### src/rtl/ap_host_seq.sv
// Host-side job sequencer for the associative processor: streams operand
// columns A and B into the AP, launches one command, waits for completion
// and streams column C back out over a valid/ready interface.
module ap_host_seq #(
   parameter int WORD_SIZE  = 8,
   parameter int CELL_QUANT = 512,
   parameter int ADDR_W     = 10,
   parameter int RD_LAT     = 1,
   parameter int TIMEOUT    = 4096
) (
   input  logic                 CLK100MHZ,
   input  logic                 rst,
   input  logic                 start,
   input  logic [2:0]           op,
   input  logic [ADDR_W-1:0]    n_words,
   input  logic                 s_valid,
   input  logic [WORD_SIZE-1:0] s_data,
   output logic                 s_ready,
   output logic                 m_valid,
   output logic [WORD_SIZE-1:0] m_data,
   input  logic                 m_ready,
   output logic                 busy,
   output logic                 done,
   output logic                 err,
   output logic [ADDR_W-1:0]    ap_addr,
   output logic [WORD_SIZE-1:0] ap_data,
   output logic [1:0]           ap_sel_col,
   output logic                 ap_write_en,
   output logic                 ap_read_en,
   output logic                 ap_mode,
   output logic [2:0]           ap_cmd,
   input  logic [WORD_SIZE-1:0] ap_data_out,
   input  logic                 ap_state_irq
);

   localparam int                TMO_W    = $clog2(TIMEOUT) + 1;
   localparam logic [TMO_W-1:0]  TMO_LAST = TMO_W'(TIMEOUT - 1);
   localparam logic [1:0]        LAT_LAST = 2'(RD_LAT - 1);
   localparam logic [ADDR_W-1:0] CQ       = ADDR_W'(CELL_QUANT);
   localparam logic [ADDR_W-1:0] ONE      = ADDR_W'(1);

   typedef enum logic [2:0] {
      IDLE, LOAD_A, LOAD_B, RUN, READ_REQ, READ_WAIT, READ_OUT, FIN
   } state_t;

   // Job lengths beyond the cell array saturate to the array size.
   function automatic logic [ADDR_W-1:0] clamp_n(input logic [ADDR_W-1:0] n);
      return (n > CQ) ? CQ : n;
   endfunction

   state_t               state_q, state_d;
   logic [2:0]           op_q, op_d;
   logic [ADDR_W-1:0]    n_q, n_d;
   logic [ADDR_W-1:0]    idx_q, idx_d;
   logic [TMO_W-1:0]     tmo_q, tmo_d;
   logic [1:0]           lat_q, lat_d;
   logic                 s_ready_q, s_ready_d;
   logic                 m_valid_q, m_valid_d;
   logic [WORD_SIZE-1:0] m_data_q, m_data_d;
   logic                 busy_q, busy_d;
   logic                 done_q, done_d;
   logic                 err_q, err_d;
   logic [ADDR_W-1:0]    addr_q, addr_d;
   logic [WORD_SIZE-1:0] data_q, data_d;
   logic [1:0]           sel_q, sel_d;
   logic                 we_q, we_d;
   logic                 re_q, re_d;
   logic                 mode_q, mode_d;
   logic [2:0]           cmd_q, cmd_d;

   // State and registered outputs; reset leaves the AP port quiescent.
   always_ff @(posedge CLK100MHZ or negedge rst) begin
      if (!rst) begin
         state_q   <= IDLE;
         op_q      <= '0;
         n_q       <= '0;
         idx_q     <= '0;
         tmo_q     <= '0;
         lat_q     <= '0;
         s_ready_q <= 1'b0;
         m_valid_q <= 1'b0;
         m_data_q  <= '0;
         busy_q    <= 1'b0;
         done_q    <= 1'b0;
         err_q     <= 1'b0;
         addr_q    <= '0;
         data_q    <= '0;
         sel_q     <= '0;
         we_q      <= 1'b0;
         re_q      <= 1'b0;
         mode_q    <= 1'b0;
         cmd_q     <= '0;
      end else begin
         state_q   <= state_d;
         op_q      <= op_d;
         n_q       <= n_d;
         idx_q     <= idx_d;
         tmo_q     <= tmo_d;
         lat_q     <= lat_d;
         s_ready_q <= s_ready_d;
         m_valid_q <= m_valid_d;
         m_data_q  <= m_data_d;
         busy_q    <= busy_d;
         done_q    <= done_d;
         err_q     <= err_d;
         addr_q    <= addr_d;
         data_q    <= data_d;
         sel_q     <= sel_d;
         we_q      <= we_d;
         re_q      <= re_d;
         mode_q    <= mode_d;
         cmd_q     <= cmd_d;
      end
   end

   // Next-state and next-output logic for the job sequence.
   always_comb begin
      state_d   = state_q;
      op_d      = op_q;
      n_d       = n_q;
      idx_d     = idx_q;
      tmo_d     = tmo_q;
      lat_d     = lat_q;
      s_ready_d = s_ready_q;
      m_valid_d = m_valid_q;
      m_data_d  = m_data_q;
      busy_d    = busy_q;
      done_d    = 1'b0;
      err_d     = err_q;
      addr_d    = addr_q;
      data_d    = data_q;
      sel_d     = sel_q;
      we_d      = 1'b0;
      re_d      = 1'b0;
      mode_d    = mode_q;
      cmd_d     = cmd_q;
      case (state_q)
         IDLE: begin
            if (start) begin
               op_d   = op;
               n_d    = clamp_n(n_words);
               err_d  = 1'b0;
               busy_d = 1'b1;
               idx_d  = '0;
               if (clamp_n(n_words) == '0) begin
                  state_d = FIN;
               end else begin
                  state_d   = LOAD_A;
                  s_ready_d = 1'b1;
               end
            end
         end
         LOAD_A, LOAD_B: begin
            // s_ready takes a one-cycle bubble between the two columns
            s_ready_d = 1'b1;
            if (s_valid && s_ready_q) begin
               we_d   = 1'b1;
               sel_d  = (state_q == LOAD_B) ? 2'd1 : 2'd0;
               addr_d = idx_q;
               data_d = s_data;
               if (idx_q == n_q - ONE) begin
                  idx_d     = '0;
                  s_ready_d = 1'b0;
                  tmo_d     = '0;
                  state_d   = (state_q == LOAD_A) ? LOAD_B : RUN;
               end else begin
                  idx_d = idx_q + ONE;
               end
            end
         end
         RUN: begin
            // ap_mode rises one cycle in so it never overlaps the last B write
            mode_d = 1'b1;
            cmd_d  = op_q;
            if (mode_q && ap_state_irq) begin
               mode_d  = 1'b0;
               idx_d   = '0;
               re_d    = 1'b1;
               sel_d   = 2'd2;
               addr_d  = '0;
               state_d = READ_REQ;
            end else if (mode_q && (tmo_q == TMO_LAST)) begin
               mode_d  = 1'b0;
               err_d   = 1'b1;
               state_d = FIN;
            end else if (mode_q) begin
               tmo_d = tmo_q + TMO_W'(1);
            end
         end
         READ_REQ: begin
            lat_d   = '0;
            state_d = READ_WAIT;
         end
         READ_WAIT: begin
            if (lat_q == LAT_LAST) begin
               m_data_d  = ap_data_out;
               m_valid_d = 1'b1;
               state_d   = READ_OUT;
            end else begin
               lat_d = lat_q + 2'd1;
            end
         end
         READ_OUT: begin
            if (m_ready) begin
               m_valid_d = 1'b0;
               if (idx_q == n_q - ONE) begin
                  state_d = FIN;
               end else begin
                  idx_d   = idx_q + ONE;
                  re_d    = 1'b1;
                  sel_d   = 2'd2;
                  addr_d  = idx_q + ONE;
                  state_d = READ_REQ;
               end
            end
         end
         FIN: begin
            done_d  = 1'b1;
            busy_d  = 1'b0;
            state_d = IDLE;
         end
         default: state_d = IDLE;
      endcase
   end

   assign s_ready     = s_ready_q;
   assign m_valid     = m_valid_q;
   assign m_data      = m_data_q;
   assign busy        = busy_q;
   assign done        = done_q;
   assign err         = err_q;
   assign ap_addr     = addr_q;
   assign ap_data     = data_q;
   assign ap_sel_col  = sel_q;
   assign ap_write_en = we_q;
   assign ap_read_en  = re_q;
   assign ap_mode     = mode_q;
   assign ap_cmd      = cmd_q;

endmodule

### config.mk
export PLATFORM = sky130hd
export DESIGN_NAME = ap_host_seq
export DESIGN_NICKNAME = d
export VERILOG_FILES = /design/src/rtl/ap_host_seq.sv
export SDC_FILE = /design/constraint.sdc
export NUM_CORES = 1
export LEC_CHECK = 0
export BUFFER_PORTS_ARGS = -buffer_cell sky130_fd_sc_hd__buf_4
export CORE_ASPECT_RATIO = 0.5
export CORE_MARGIN = 1.5
export CORE_UTILIZATION = 51
export DETAILED_ROUTE_END_ITERATION = 6
export GPL_ROUTABILITY_DRIVEN = 0
export MAX_ROUTING_LAYER = met4
export PLACE_DENSITY = 0.88
export SLEW_MARGIN = 25
export SYNTH_ARGS = -nofsm -noshare
export SYNTH_HDL_FRONTEND = slang
export SYNTH_SLANG_ARGS = --single-unit
### constraint.sdc
create_clock -name CLK100MHZ -period 2.65 [get_ports CLK100MHZ]
set_input_delay 0.265 -clock CLK100MHZ [delete_from_list [all_inputs] [get_ports CLK100MHZ]]
set_output_delay 0.265 -clock CLK100MHZ [all_outputs]
set_load 0.05 [all_outputs]
==> impl_metrics.py <==
metrics = {
    "route": {
        "viasPerCell": 6.64,
        "vias": 4479,
        "drt_first_pass_iters": 6,
        "wire_per_inst_um": 20.6,
        "wl_mm": 13.9,
        "ant_nets": 0,
        "drc_errors": 0,
        "drt_first_iter_violations": 682,
    },
    "logic_synthesis": {
        "synth-edff-count": 0,
        "synth_area_leader_cell": "dfrtp_1",
        "synth_area_mm2": 0.00424,
        "yosysTopAreaCellShare_pct": 47.2,
        "ys.flop_type": "dfrtp_1",
        "yosys_warnings": 0,
        "async_reset_ff_share_pct": 100,
        "ys_ff_latch": 80,
        "syn_area_per_cell_um2": 9.43,
        "synth.area.top_cells": "dfrtp_1 47%, mux2_2 8.5%, o21ai_0 5.2%",
        "synth_cells": 450,
        "syn_nets": 489,
        "ys_seq_area_share_pct": 47.2,
        "yosysUniqueCellTypes": 58,
    },
    "clock_tree": {
        "cts.path.max_buffers": 2,
        "hold_buffers": 0,
        "cts_buffers": 9,
        "htree_levels": 3,
        "cts-root-buf": "clkbuf_16",
        "clk_pin_slew_ps": 70,
        "clkSinkCount": 80,
        "cts_tree": "yes",
        "clock_latency_ps": 340,
    },
    "power": {
        "p_leak_uw": 0.00265,
        "cellPowerDensity_mw_per_mm2": 1300,
        "ir_drop_v": 0.000673,
    },
    "cells_and_area": {
        "area_delta_synth_final_pct": 36.3,
        "final_common_cell": "buf_4",
        "layout-drive-gt1-share_pct": 35.2,
        "nets": 597,
        "final_cell_mix": "109 x buf_4, 79 x dfrtp_1, 55 x nand2_1",
        "final_cell_count_no_fill": 675,
        "postLayoutCellArea_mm2": 0.00578,
        "fillers": 466,
        "antenna_cells": 0,
        "fin_util_pct": 72.0,
    },
    "global_route": {
        "globalRouteTotalUtil_pct": 29.4,
        "overflow": 0,
        "grt_max_degree": 81,
        "grt_pass1_vias": 4091,
        "antenna_found_initial": 0,
        "grt_pass1_wl_mm": 19.8,
    },
    "placement": {
        "dpl_cell_area_mm2": 0.00512,
        "placed_cells": 652,
        "io_buffers": 73,
        "hpwl_mm": 7.15,
    },
    "run_status": {
        "outcome": "finished with violations",
        "failed_checks": "hold timing, setup timing",
    },
    "floorplan": {
        "core_mm2": 0.00803,
        "die_area_mm2": 0.00891,
        "boundaryPins": 74,
        "start_util_pct": 52.9,
        "fp.dieW_um": 132,
        "row_count": 23,
        "die_h_um": 67.5,
    },
    "setup_path": {
        "endpoint_kind": "flip-flop",
        "crit_fanout": 8,
        "reg2reg_slack_ps": -360,
        "cp.arrival_ps": 3210,
        "crit_path_start_kind": "flip-flop",
        "critical_path_class": "reg -> reg",
        "required_ps": 2860,
    },
    "sta": {
        "max-slew-margin-rel_pct": 40.3,
        "hold_viol": 45,
        "hold_slack_ps": -47.3,
        "fmax_ghz": 0.333,
        "worstMarginPinSlew_ps": 888,
        "final.min_clock_period_ps": 3010,
        "finalMaxSlewViolations": 0,
        "setup_viol": 30,
        "setup_tns_ps": -4210,
        "skew_ps": 10.3,
        "setup_ws_ps": -356,
        "fin_crit_sh_pct": 113,
        "rsz0062_at_grt": "yes",
    },
    "hold_path": {
        "min-delay-path-class": "in -> async",
    },
    "run": {
        "cap_violations": 0,
    },
}
-- power breakdown --
group / internal, uW / switching (uW) / total, uW
clock: 1110 / 524 / 1640
sequential: 1590 / 351 / 1940
combinational: 1550 / 2380 / 3930
total: 4250 / 3260 / 7510
-- registers in the layout, summed over array words and instances (netlist names) --
signal,flops
idx_q,10
m_valid,1
ap_read_en,1
ap_data,8
op_q,3
lat_q,2
ap_sel_col,2
s_ready,1
tmo_q,13
n_q,10
err,1
ap_write_en,1
done,1
ap_cmd,3
m_data,8
state_q,3
ap_addr,10
busy,1
ap_mode,1
-- through the flow --
step / worst slack, ps / power [uW]
after floorplan: -37.8 / 4130
after global placement: -175 / 5080
after detailed placement: -245 / 5190
after CTS: -36.3 / 7110
after global routing: -325 / 7780
final: -356 / 7510
-- cells by family after synthesis --
| logic type | Yosys count | share of synthesized area (%) |
|---|---|---|
| adders and majority gates | 4 | 1.18 |
| buffers and inverters | 41 | 4.24 |
| and+or+nand+nor | 165 | 18.6 |
| muxes | 33 | 8.73 |
| AOI/OAI and AO/OA | 115 | 17.6 |
| xor gates and xnor gates | 12 | 2.48 |
| DFF | 80 | 47.2 |
-- final timing paths --
kind | start | endpoint | cells past startpoint
max reg2reg | state_q[0] | idx_q[9] | 9
min in group CLK100MHZ | s_data[0] | ap_data[0] | 2
max in group asynchronous | rst | idx_q[8] | 1
min | rst | tmo_q[7] | 1
min reg2reg | op_q[1] | ap_cmd[1] | 2
max | state_q[0] | idx_q[9] | 9
-- metal layers --
layer  track usage [%]  routed length [um]  share of wire [%]  up-vias
met3              7.28                1440                 10      121
li1                  -                   -                  -     1827
met4              15.3                 889                6.4        0
met2              50.6                6600                 47      405
met5                 -                   0                  0        -
met1              32.8                5000                 36     2126
-- Yosys cell counts (7+ instances only) --
library cell / number
inv_1: 18
nand2b_1: 8
clkbuf_1: 14
nor3_1: 12
a21boi_0: 9
o31ai_1: 7
nor2_1: 33
o22ai_1: 10
a21oi_1: 11
nand3_1: 15
dfrtp_1: 80
nand2_1: 56
and3_1: 13
mux2_2: 32
o21ai_0: 44
xnor2_1: 9
-- layout make-up --
cell class | count | area, um^2 | area share [%]
multi-input combinational | 331 | 2280 | 39.4
sequential | 80 | 2000 | 34.6
timing repair buffer | 116 | 893 | 15.4
clock buffer | 9 | 225 | 3.89
clock inverter | 7 | 168 | 2.90
tap | 112 | 140 | 2.42
inverter | 20 | 75.1 | 1.30
-- critical path, cell delays in order, from the launching register on --
cell and delay (ps):
dfrtp_1 570, xnor2_1 370, nor2_1 120, a21oi_1 300, a21boi_2 410, o311ai_0 300, o21ai_2 190, buf_6 180
a21boi_0 300, o22ai_1 140
-- repair_timing --
item	in CTS	in global routing
pin swaps	1	19
setup buffers	3	1
resized for setup	24	48
setup endpoints to repair	37	37
cloned	1	2
Note: power is estimated with default switching activity, not from simulation.
